## config.mk

```make
export PLATFORM = sky130hd
export DESIGN_NAME = program_counter_unit_flat
export DESIGN_NICKNAME = d
export VERILOG_FILES = /design/src/rtl/program_counter_unit_if.sv /design/src/rtl/program_counter_unit.sv /design/src/flat_wrapper.sv
export SDC_FILE = /design/constraint.sdc
export NUM_CORES = 1
export LEC_CHECK = 0
export ABC_CLOCK_PERIOD_IN_PS = 850
export CAP_MARGIN = 15
export CORE_AREA = 2 2 39 41
export CTS_CLUSTER_SIZE = 20
export DETAILED_ROUTE_END_ITERATION = 16
export DIE_AREA = 0 0 41 43
export GPL_TIMING_DRIVEN = 0
export PLACE_DENSITY_LB_ADDON = 0.12
export SYNTH_ARGS = -nofsm -noshare
export SYNTH_HDL_FRONTEND = slang
export SYNTH_SLANG_ARGS = --single-unit
```

## constraint.sdc

```tcl
create_clock -name clk -period 0.85 [get_ports clk]
set_input_delay 0.085 -clock clk [delete_from_list [all_inputs] [get_ports clk]]
set_output_delay 0.085 -clock clk [all_outputs]
set_load 0.02 [all_outputs]
```

## src/rtl/program_counter_unit_if.sv

```systemverilog
// Fetch-path bus between the sequencing logic (master) and the program
// counter (slave). The jump request pair only exists when PC_JUMP_EN is
// defined; the default build carries the sequential-advance signals only.
interface program_counter_unit_if #(
    parameter int ADDR_W = 6
);
    logic [ADDR_W-1:0] read_addr;
    logic              done;
    logic              halt;
`ifdef PC_JUMP_EN
    logic              jump_en;
    logic [ADDR_W-1:0] jump_addr;
`endif
    logic [ADDR_W-1:0] output_read_addr;
    logic              wrap;

    // Side that issues completion/halt/jump and consumes the next address.
    modport master (
        output read_addr, done, halt,
`ifdef PC_JUMP_EN
        output jump_en, jump_addr,
`endif
        input  output_read_addr, wrap
    );

    // Program counter side.
    modport slave (
        input  read_addr, done, halt,
`ifdef PC_JUMP_EN
        input  jump_en, jump_addr,
`endif
        output output_read_addr, wrap
    );
endinterface

```

## src/rtl/program_counter_unit.sv

```systemverilog
// Program counter for the fetch path. Produces the registered next fetch
// address from the address currently executing: advances to read_addr + 1
// when the instruction completes, otherwise holds. halt freezes the PC and
// beats every other request. The optional load (jump) path is compiled in
// when the macro PC_JUMP_EN is defined; it ranks below halt and above done.
module program_counter_unit #(
    parameter int ADDR_W = 6
) (
    input  logic                  clk,
    input  logic                  rst,
    program_counter_unit_if.slave bus
);

    logic [ADDR_W-1:0] pc_reg;
    logic [ADDR_W-1:0] pc_next;
    logic              wrap_reg;
    logic              wrap_next;
    // One extra bit so the carry out of the increment marks a rollover.
    logic [ADDR_W:0]   inc_sum;

    assign inc_sum = {1'b0, bus.read_addr} + {{ADDR_W{1'b0}}, 1'b1};

    // Next-state selection in priority order: halt, jump, done, hold.
    always_comb begin
        pc_next   = pc_reg;
        wrap_next = 1'b0;
        if (bus.halt) begin
            pc_next   = pc_reg;
            wrap_next = 1'b0;
        end
`ifdef PC_JUMP_EN
        else if (bus.jump_en) begin
            pc_next   = bus.jump_addr;
            wrap_next = 1'b0;
        end
`endif
        else if (bus.done) begin
            // Increment is based on read_addr, so a held done settles
            // instead of running the PC forward every cycle.
            pc_next   = inc_sum[ADDR_W-1:0];
            wrap_next = inc_sum[ADDR_W];
        end
    end

    // State register; reset forces address 0 and clears the wrap pulse.
    always_ff @(posedge clk or posedge rst) begin
        if (rst) begin
            pc_reg   <= '0;
            wrap_reg <= 1'b0;
        end else begin
            pc_reg   <= pc_next;
            wrap_reg <= wrap_next;
        end
    end

    assign bus.output_read_addr = pc_reg;
    assign bus.wrap             = wrap_reg;

endmodule

```

## src/flat_wrapper.sv

```systemverilog
// flat-port wrapper written by rule: the top's interface ports become plain ports
module program_counter_unit_flat 
#(
    parameter int ADDR_W = 6
)
  (clk, rst, bus_read_addr, bus_done, bus_halt, bus_output_read_addr, bus_wrap);
  program_counter_unit_if #(.ADDR_W(ADDR_W)) bus_i ();
  input  logic clk;
  input  logic rst;
  input wire logic [$bits(bus_i.read_addr)-1:0] bus_read_addr;
  input wire logic [$bits(bus_i.done)-1:0] bus_done;
  input wire logic [$bits(bus_i.halt)-1:0] bus_halt;
  output wire logic [$bits(bus_i.output_read_addr)-1:0] bus_output_read_addr;
  output wire logic [$bits(bus_i.wrap)-1:0] bus_wrap;
  assign bus_i.read_addr = bus_read_addr;
  assign bus_i.done = bus_done;
  assign bus_i.halt = bus_halt;
  assign bus_output_read_addr = bus_i.output_read_addr;
  assign bus_wrap = bus_i.wrap;
  program_counter_unit #(.ADDR_W(ADDR_W)) u_core (.clk(clk), .rst(rst), .bus(bus_i));
endmodule
```

==> summary.md <==
| Metric | Value |
|---|---|
| #FFs+latches synth | 7 |
| Skew-Pair Late Insertion Delay | between 200 and 250 ps |
| Mapped Nets | between 40 and 50 |
| H-Tree Depth | 1 |
| Worst rel slew slack | 0.8303 |
| Row cnt | 14 |
| Initial Utilization | 0.2387 |
| RSZ-0062 raised after global routing | yes |
| Via/cell ratio | between 4 and 5 |
| Drt wl/cell | around 9.0 um |
| Worst R2R Path Depth | 3 |
| Clock-pin slew on the worst setup and hold paths | around 50 ps |
| Core Box Area | about 0.0014 mm^2 |
| Initial antenna violation count | 0 |
| Global Route Usage Sum | 0.1032 |
| Core Util, Final | 0.4241 |
| Ys async rst share | 1.000 |
| Slew Limit Fails | 0 |
| Routability congestion estimate | 0.6920 |
| Vias in the first global route | 277 |
| # setup viols final | 1 |
| Ant. Diodes | 0 |
| Leakage power | ~0.28 nW |
| I/O Buffers | 16 |
| Drt total wl | approximately 700 um |
| Pwr per Cell Area | between 1500 and 2000 mW/mm^2 |
| Worst Path Buf+Inv | 1 |
| Final Worst Setup Slack | -9.788 ps |
| Placement Cell Area | a little over 500 um^2 |
| Max VDD drop | about 0.0005 V |
| P&R area growth vs syn | 77.65% |
| DRC Markers | 0 |
| Fmax | about 1200 MHz |
| Die Ht | 43 um |
| Num CTS Buffers | 3 |
| Max Cap Violations | 0 |
| Post-synth EDFFs | 0 |
| Power consumption | ~1000 uW |
| Tcrit/Tclk final | 1.012 |
| CP max FO | 2 |
| Synth warnings | 0 |
| Via count of the routed design | 317 |
| Hold_ws | ~66 ps |
| Synth cell types | 16 |
| I/O Pins | 17 |
| Largest net degree at the start of global routing | 11 |
| Area occupied by multi-input gates | 155.1 um^2 |
| CP Data Required Time | between 700 and 800 ps |
| Final Hold Fails | 0 |
| CTS Sinks | 7 |
| Worst Hold Class | input port to async pin |
| Nets | 72 |
| Critical path's largest stage delay | just under 400 ps |
| Clock buffer depth | 2 |
| Pre-CTS WS | -491.2 ps |
| Die area | ~0.0018 mm^2 |
| Mapped cell area | about 330 um^2 |
| Slowest cell on crit path | dfrtp_1 |
| Root Driver | clkbuf_4 |
| First DRT Iteration DRCs | 0 |
| Layout cell share with drive strength beyond 1 | 0.3333 |
| CP Launch Type | register |
| Final Instance Area | 586.8 um^2 |
| Post-Synthesis Cells | 35 |
| Failing checks | setup timing |
| Worst path arrival time | just under 800 ps |
| Critical R2R Launch | u_core.bus.output_read_addr[4]$_DFFE_PP0P_ |
| Crit end category | output pin |
| Critical path type | register to output pin |
| Total global routing overflow | 0 |
| Filler cells | 150 |
| Dpl cells | between 60 and 70 |
| Setup TNS | -9.788 ps |
| Most frequent cells in the layout | nand2_1, buf_6, dfrtp_1, dlygate4sd2_1, buf_4 |
| Synth Area per Inst | between 9 and 10 um^2 |
| Global-route wire length before repair | between 1000 and 1500 um |
| Crit Reg-Reg Endpoint | u_core.bus.output_read_addr[4]$_DFFE_PP0P_ |
| CTS tree | done |
| Detailed Routing Iterations Pass 1 | 1 |
| Final Critical Period | 859.8 ps |
| Final HPWL DP | around 550 um |
| Cell family with most CP delay | flip-flops |
| Seq. cell area | about 180 um^2 |
| Hold buffer count at CTS | 0 |
| Non-Filler Instances | 76 |
| Post-DRT Antenna Nets | 0 |
| Reg2reg setup slack | 100 ps |
| Seq/Total Area, Yosys | 0.5303 |
| Commonest non-fill, non-tap cell in the layout | nand2_1 |
| Critical path, cell by cell | buf_6 |
| Max Clock Skew | 0 ps |
| Worst Max-Slew Pin Slew | about 250 ps |
| Primary FF master, synth | dfrtp_1 |
| Outcome | finished with violations |
| Max reg flops | 6 |
| Chip width | approximately 41 um |
==> report_power, final <==
part	total [mW]	internal, mW	switching [mW]	leakage [nW]
Clock	0.290	0.178	0.112	0.0150
Sequential	0.402	0.375	0.0271	0.0869
Combinational	0.306	0.174	0.131	0.176
==> metal layers <==
layer  track usage  vias up  wire length, um
li1              -      169                -
met5             0        -                0
met2        0.1313       12              327
met4        0.1200        0               19
met3       0.03141        2               53
met1        0.1188      134              284
==> worst max-delay path by stage <==
| stage | end | slack [ps] | cells past startpoint | startpoint |
|---|---|---|---|---|
| final | bus_output_read_addr[5] | -10 | 1 | u_core.bus.output_read_addr[5]$_DFFE_PP0P_ |
| after global routing | bus_output_read_addr[5] | -40 | 1 | u_core.bus.output_read_addr[5]$_DFFE_PP0P_ |
| after CTS | bus_output_read_addr[5] | -30 | 1 | u_core.bus.output_read_addr[5]$_DFFE_PP0P_ |
| after detailed placement | u_core.bus.output_read_addr[4]$_DFFE_PP0P_ | -490 | 5 | bus_read_addr[0] |
| after global placement | u_core.bus.output_read_addr[5]$_DFFE_PP0P_ | -460 | 4 | bus_read_addr[2] |
| after floorplan | u_core.bus.output_read_addr[4]$_DFFE_PP0P_ | 120 | 4 | bus_read_addr[0] |
==> kinds of logic (layout without fill, tap and decap cells) <==
family          count (synthesis)  count (layout)  share of synthesized area
flops                           7               7                     0.5303
buf+inv                         2              27                    0.02271
compound gates                  6               6                    0.09470
fa+ha+maj                       1               1                    0.03787
simple gates                   16              16                     0.2349
xor+xnor                        3               3                    0.07956
==> cell usage after synthesis, types with 2 or more instances <==
library cell  n  area share
dfrtp_1       7        0.53
nand2_1       8       0.091
nand3_1       2       0.030
o21ai_0       5       0.076
xor2_1        2       0.053
==> timing repair <==
item                       in CTS  in global routing
buffers inserted                6                  0
pin swaps                       1                  0
setup endpoints to repair      14                 10
gates resized for setup        46                  5
==> cell type report <==
cell class / instances / area share
timing repair buffer: 22 / 0.3518
tap: 16 / 0.03412
clock buffer: 4 / 0.04478
multi-input combinational: 26 / 0.2644
inverter: 1 / 0.006397
sequential: 7 / 0.2985
Note: power is estimated with default switching activity, not from simulation.
